## src/rtl/axis_motion_ctrl.sv

```systemverilog
// ============================================================================
//  Module   : axis_motion_ctrl
//  Purpose  : N-axis position controller. Each axis steps toward a captured
//             target, either all together or one axis at a time.
//  Revision : 1.0  initial release
// ============================================================================
`default_nettype none

module axis_motion_ctrl #(
  parameter int NAXES = 2,
  parameter int WIDTH = 4,
  parameter int DIV_W = 8
) (
  input  logic                   clk,
  input  logic                   reset,
  input  logic [NAXES*WIDTH-1:0] target,
  input  logic                   start,
  input  logic                   abort,
  input  logic                   home,
  input  logic                   mode,
  input  logic [DIV_W-1:0]       step_div,
  output logic [NAXES*WIDTH-1:0] pos,
  output logic [NAXES-1:0]       axis_dir,
  output logic [NAXES-1:0]       axis_step,
  output logic                   busy,
  output logic                   done
);

  typedef enum logic [1:0] {
    ST_IDLE = 2'd0,
    ST_MOVE = 2'd1,
    ST_DONE = 2'd2
  } state_t;

  state_t                         r_state;
  state_t                         w_next_state;
  logic [NAXES-1:0][WIDTH-1:0]    r_pos;
  logic [NAXES-1:0][WIDTH-1:0]    r_treg;
  logic [DIV_W-1:0]               r_div;
  logic [DIV_W-1:0]               r_presc;
  logic                           r_mode;
  logic                           r_start_q;

  logic                           w_start_edge;
  logic [NAXES-1:0]               w_neq;
  logic [NAXES-1:0]               w_up;
  logic [NAXES-1:0]               w_first;
  logic [NAXES-1:0]               w_movers;
  logic [NAXES-1:0]               w_step;
  logic                           w_all_eq;
  logic                           w_in_move;
  logic                           w_tick;

  assign w_start_edge = start & ~r_start_q;

  for (genvar i = 0; i < NAXES; i++) begin : g_axis
    assign w_neq[i] = (r_pos[i] != r_treg[i]);
    assign w_up[i]  = (r_pos[i] <  r_treg[i]);
  end

  assign w_all_eq = ~|w_neq;
  // Isolate the lowest-index axis still away from its target.
  assign w_first  = w_neq & (~w_neq + NAXES'(1));
  assign w_movers = r_mode ? w_first : w_neq;

  assign w_in_move = (r_state == ST_MOVE) & ~reset;
  assign w_tick    = w_in_move & ~abort & ~w_all_eq & (r_presc == r_div);
  assign w_step    = w_tick ? w_movers : '0;

  assign pos       = r_pos;
  assign axis_step = w_step;
  assign axis_dir  = w_in_move ? (w_movers & w_up) : '0;
  assign busy      = (r_state == ST_MOVE);
  assign done      = (r_state == ST_DONE);

  always_ff @(posedge clk) begin
    if (reset) r_state <= ST_IDLE;
    else       r_state <= w_next_state;
  end

  always_comb begin
    w_next_state = r_state;
    case (r_state)
      ST_IDLE: if (!home && w_start_edge) w_next_state = ST_MOVE;
      ST_MOVE: begin
        if (abort)         w_next_state = ST_IDLE;
        else if (w_all_eq) w_next_state = ST_DONE;
      end
      ST_DONE: w_next_state = ST_IDLE;
      default: w_next_state = ST_IDLE;
    endcase
  end

  always_ff @(posedge clk) begin
    if (reset) begin
      r_pos     <= '0;
      r_treg    <= '0;
      r_div     <= '0;
      r_presc   <= '0;
      r_mode    <= 1'b0;
      r_start_q <= 1'b0;
    end else begin
      r_start_q <= start;
      case (r_state)
        ST_IDLE: begin
          if (home) begin
            r_pos  <= '0;
            r_treg <= '0;
          end else if (w_start_edge) begin
            r_treg  <= target;
            r_div   <= step_div;
            r_mode  <= mode;
            r_presc <= '0;
          end
        end
        ST_MOVE: begin
          if (!abort && !w_all_eq) begin
            if (r_presc == r_div) begin
              r_presc <= '0;
              for (int i = 0; i < NAXES; i++) begin
                if (w_step[i])
                  r_pos[i] <= w_up[i] ? r_pos[i] + WIDTH'(1) : r_pos[i] - WIDTH'(1);
              end
            end else begin
              r_presc <= r_presc + DIV_W'(1);
            end
          end
        end
        default: ;
      endcase
    end
  end

endmodule

`default_nettype wire

```

## config.mk

```make
export PLATFORM = sky130hd
export DESIGN_NAME = axis_motion_ctrl
export DESIGN_NICKNAME = d
export VERILOG_FILES = /design/src/rtl/axis_motion_ctrl.sv
export SDC_FILE = /design/constraint.sdc
export NUM_CORES = 1
export LEC_CHECK = 0
export BUFFER_PORTS_ARGS = -buffer_cell sky130_fd_sc_hd__buf_2
export CORE_MARGIN = 4
export CORE_UTILIZATION = 40
export DETAILED_ROUTE_END_ITERATION = 8
export PLACE_DENSITY_LB_ADDON = 0.15
export SLEW_MARGIN = 40
export SYNTH_ARGS = -nofsm -noshare
export SYNTH_HDL_FRONTEND = slang
export SYNTH_SLANG_ARGS = --single-unit
```

## constraint.sdc

```tcl
create_clock -name clk -period 3 [get_ports clk]
set_clock_uncertainty 0.1 [all_clocks]
set_input_delay 0.45 -clock clk [delete_from_list [all_inputs] [get_ports clk]]
set_output_delay 0.45 -clock clk [all_outputs]
set_load 0.03 [all_outputs]
```

======== Word-level counts from Yosys, hierarchy flattened ========
Index checks and enable logic that the tools add are counted.
word-level totals
  bits in registers ....................... 36
  latch bits .............................. 0
  memory bits (writable) .................. 0
  ROM bits ................................ 0
  input bits .............................. 22
  output and inout bits ................... 14
  logic and storage cells ................. 79
  memories ................................ 0
operators by class
  $add $sub $neg .......................... 6
  multiply operators ...................... 0
  div/mod/pow operators ................... 0
  order comparisons ....................... 2
  equal/unequal tests ..................... 14
  shifts and indexed selects .............. 0
  muxes and demuxes ....................... 22
  bitwise logic cells ..................... 12
  reduce and logical (&&, ||, !) cells .... 14
operators by type and width
  kind                 number
  $mux 8               9
  $pmux 8 s2           2
  $mux 4               4
  $mux 2               6
  $ne 2x2->1 const B   6
  $reduce_and 5->1     2
  $add 4x1->4 const B  2
  $add 8x1->8 const B  1
  $eq 8x8->1           1
  $lt 4x4->1           2
  $ne 4x4->1           2
  $sub 4x1->4 const B  2
  $and 1x1->1          5
  $and 2x2->2          2
  $ne 2x1->1 const B   2
  $not 1->1            4
  $pmux 2 s2           1
  $reduce_and 2->1     2
  $reduce_and 4->1     1
  $reduce_bool 2->1    2
  $ne 3x3->1 const B   1
  $reduce_and 3->1     1
  $add 2x1->2 const B  1
  $eq 2x1->1 const B   1
  other kinds (6)      8

======== Logic depth before layout (Yosys ltp) ========
  word-level depth ........................ 10
  depth in mapped cells ................... 11
  gate-level depth less buffers ........... 11

======== Worst setup path before layout ========
OpenSTA, ideal clock, no wires.
  path kind ............................... register to output
  start point ............................. reg r_pos (netlist bit pos[1])
  end point ............................... out axis_dir[0]
  arrival ................................. 2.195 ns
  required time ........................... 2.450 ns
  slack ................................... 0.255 ns
  stages on the path, launching flop included .. 5
  path buffers ............................ 0
  cells stage by stage .................... dfxtp_1 > ha_1 > a21oi_1 > o21ai_0 > nor4_1
between the ends
  longest elaborated chain between the ends .. 7
  elaborated cells on any way between the ends .. 8
  classes of those cells .................. add/sub: 1; order compare: 1; eq/ne: 1; mux: 2; bitwise: 3
RTL lines
  what                               line  RTL
  from (decl)                        37    logic [NAXES-1:0][WIDTH-1:0] r_pos;
  from (signal, indexed assignment)  122   r_pos[i] <= w_up[i] ? r_pos[i] + WIDTH'(1) : r_pos[i] - WIDTH'(1);
  $ne 4x4->1                         57    assign w_neq[i] = (r_pos[i] != r_treg[i]);
  $not 2->2                          63    assign w_first = w_neq & (~w_neq + NAXES'(1));
  $add 2x1->2                        63
  $and 2x2->2                        63
  $mux 2                             64    assign w_movers = r_mode ? w_first : w_neq;
  $and 2x2->2 *                      72    assign axis_dir = w_in_move ? (w_movers & w_up) : '0;
  $mux 2 *                           72
  to (decl)                          23    output logic [NAXES-1:0] axis_dir,
Every way passes the cells marked *; elsewhere a longest branch is shown, timed or not.

======== Worst setup path in the final report ========
  start point ............................. reg r_pos (netlist bit pos[0])
  end point ............................... reg r_pos (netlist bit pos[3])
between the ends
  longest elaborated chain between the ends .. 8
  elaborated cells on any way between the ends .. 21
  classes of those cells .................. add/sub: 3; order compare: 1; eq/ne: 3; mux: 7; bitwise: 4; reduce/logical: 3
RTL lines
  what                               line  RTL
  $ne 4x4->1                         57
  $not 2->2                          63
  $add 2x1->2                        63
  $and 2x2->2                        63
  $mux 2                             64
  $mux 2                             68    assign w_step = w_tick ? w_movers : '0;
  $ne 2x2->1 (no source line)        n/a
  $reduce_and 5->1 (no source line)  n/a
Several ways; a longest one is shown, not always the timed one. The select of a mux whose other input is x is not followed.
A chain may end at the register's enable or synchronous reset.

==> impl_metrics.tcl <==
set metrics [dict create \
    holdPathStages 2 \
    ys_ff_latch 36 \
    power_density_nw_per_um2 480 \
    areaGrowthSynthToFinish_pct 17.6 \
    hold_buffers 0 \
    drv_cap 0 \
    wl_per_cell_microns 13.3 \
    ir_drop_uv 262 \
    setup-tns-final_ns 0 \
    io_pins 36 \
    grt_use_total 0.151 \
    fp.dieH_microns 77.6 \
    synth_edf_count 0 \
    maxSlewHeadroom 0.583 \
    startpoint_type "flop" \
    cts_tree "done" \
    p_clk_frac 0.395 \
    clkTransAtPathRegs_ns 0.08 \
    grt_pass1_wl_mm 7.26 \
    finalHoldViolCount 0 \
    crit_required_ns 3.14 \
    ys_warn_count 0 \
    power_leakage_nw 0.982 \
    stdcell_area_sq_um 2280 \
    switchingPower_mw 0.291 \
    gp_congestion 0.770 \
    period_minus_slack_ns 2.63 \
    placedCellCount 302 \
    postCtsSetupBuffers 0 \
    pwr-share-seq 0.460 \
    worst_pin_slew_ns 0.619 \
    synth_fp_nets 256 \
    cts_buffer_depth 2 \
    status "completed" \
    place_area_sq_um 2170 \
    hold_path.class "primary input to flop" \
    cts-resized-gates 0 \
    yosysSeqAreaShare 0.372 \
    whs_ns 0.282 \
    path_class "flop to flop" \
    swShare 0.266 \
    synthArstFlopShare 0 \
    crit_fanout 5 \
    rows 25 \
    synthFlopType "dfxtp_1" \
    end_kind "flop" \
    clock_sinks 36 \
    intPower_mw 0.802 \
    avgViaCountPerCell 5.13 \
    seq_area_sq_um 721 \
    fmax_ghz 0.380 \
    num_antenna_cells 0 \
    cts-root-buf "clkbuf_8" \
    min_period_over_period 0.877 \
    die_x_microns 77.6 \
    place_ws_ns 0.391 \
    fin_nets 292 \
    multi_input_area_sq_um 1120 \
    core_sq_um 4690 \
    rsz0062_at_grt "no" \
    drive_above_1_share 0.211 \
    grt_max_degree 33 \
    grt_pass1_vias 1633 \
    netlist-cell-type-count 34 \
    synth_cells 219 \
    synth_largest_area_cell "dfxtp_1" \
    synth_area_sq_um 1940 \
    final_cells 310 \
    power_mw 1.09 \
    detail-route-antenna-nets 0 \
    setup_slack_ns 0.369 \
    worstSkewPairLatency_ns 0.29 \
    dpl.hpwl_mm 3.11 \
    drtPass1Iterations 4 \
    drc 0 \
    numCtsBuffers 5 \
    cp_data_arrival_time_ns 2.77 \
    overflow 0 \
    combPwrFrac 0.146 \
    drt-initial-drc-count 62 \
    htreeDepth 2 \
    finalSetupViolCount 0 \
    maxSlewViolCount 0 \
    fillCellCount 469 \
    utilization 0.486 \
    netlist.area_leader.share 0.372 \
    numPortBuffers 35 \
    num_vias 1591 \
    fp.dieArea_sq_um 6020 \
    initial_core_util 0.413 \
    r2r_cells 11 \
    antenna_found_initial 0 \
    post_synth.cell_area_avg_sq_um 8.84 \
    synth_area_leaders "dfxtp_1 (37%), ha_1 (8.4%), nor2_1 (5.6%)" \
    routed_wl_mm 4.12 \
]
## layout make-up
type / count / share of cell area
Sequential cell: 36 / 0.316
Inverter: 19 / 0.0313
Multi-Input combinational cell: 156 / 0.490
Clock inverter: 3 / 0.0187
Clock buffer: 5 / 0.0302
Tap cell: 54 / 0.0297
Timing Repair Buffer: 37 / 0.0835
## flip-flops by register name, indices dropped and copies added, names as in the netlist
signal,count
r_treg,8
r_mode,1
r_state,2
pos,8
r_start_q,1
r_div,8
r_presc,8
## metal layers
metal	vias to the layer above	part of all wire	GRT usage	wire, microns
met5	-	0	0	0
met4	0	0.0058	0.0409	24
met3	2	0.058	0.0545	241
met2	36	0.47	0.244	1950
met1	731	0.46	0.188	1910
li1	822	-	-	-
## final timing paths
path                          startpoint                      to  slack [ns]
hold / removal                     start    r_start_q$_SDFF_PP0_        0.28
setup reg to reg     pos[0]$_SDFFE_PP0P_     pos[3]$_SDFFE_PP0P_        0.37
setup / recovery     pos[0]$_SDFFE_PP0P_     pos[3]$_SDFFE_PP0P_        0.37
hold reg to reg   r_treg[2]$_SDFFE_PP0P_  r_treg[2]$_SDFFE_PP0P_        0.40
## worst max-delay path, cell delays in order, from the launching register on
cell	delay (ns)
dfxtp_1	0.39
inv_1	0.10
ha_1	0.20
inv_1	0.05
a21oi_1	0.05
o21ai_0	0.49
ha_1	0.35
a21o_1	0.17
a21oi_1	0.18
xor2_1	0.10
or3_1	0.32
nand3_1	0.08
## power by group through the flow
stage	logic, mW	clock network, mW	registers [mW]
2_1_floorplan	0.114	0	0.514
3_3_place_gp	0.160	0	0.514
3_5_place_dp	0.160	0	0.514
4_1_cts	0.161	0.445	0.503
5_1_grt	0.182	0.471	0.505
6_report	0.159	0.431	0.503
## cell families after synthesis
family / share of synthesized area
muxes: 0.0465
and+or+nand+nor: 0.224
buffers and inverters: 0.0543
adders and majority gates: 0.105
xor gates and xnor gates: 0.0859
AOI/OAI and AO/OA: 0.113
DFF: 0.372
## placed cells by master, fill, tap and decap left out, types with 3 or more instances in the layout
master / Yosys / final
a21o_1: 3 / 3
a21oi_1: 12 / 12
a22oi_1: 8 / 8
buf_2: 3 / 35
clkbuf_8: 0 / 5
dfxtp_1: 36 / 36
ha_1: 13 / 13
inv_1: 18 / 18
mux2i_1: 9 / 9
nand2_1: 11 / 11
nand3_1: 4 / 4
nand3b_1: 4 / 4
nand4_1: 7 / 7
nor2_1: 29 / 29
nor2b_1: 4 / 4
nor4_1: 4 / 3
o21ai_0: 6 / 6
or3_1: 5 / 5
xnor2_1: 9 / 9
xor2_1: 10 / 10
## synth_stat cells, types with 2 or more instances
cell type / n
o21ai_2: 2
and3_1: 2
or3_1: 5
ha_1: 13
nor4_1: 4
clkbuf_1: 5
nand3b_1: 4
fa_1: 2
inv_1: 18
nor2_1: 29
buf_2: 3
dfxtp_1: 36
a21oi_1: 12
nand3_1: 4
xnor2_1: 9
nand2_1: 11
xor2_1: 10
nand2b_1: 2
a22oi_1: 8
mux2i_1: 9
nand4_1: 7
a21o_1: 3
or2b_1: 2
o21ai_0: 6
nor2b_1: 4
(Power assumes the default switching activity.)
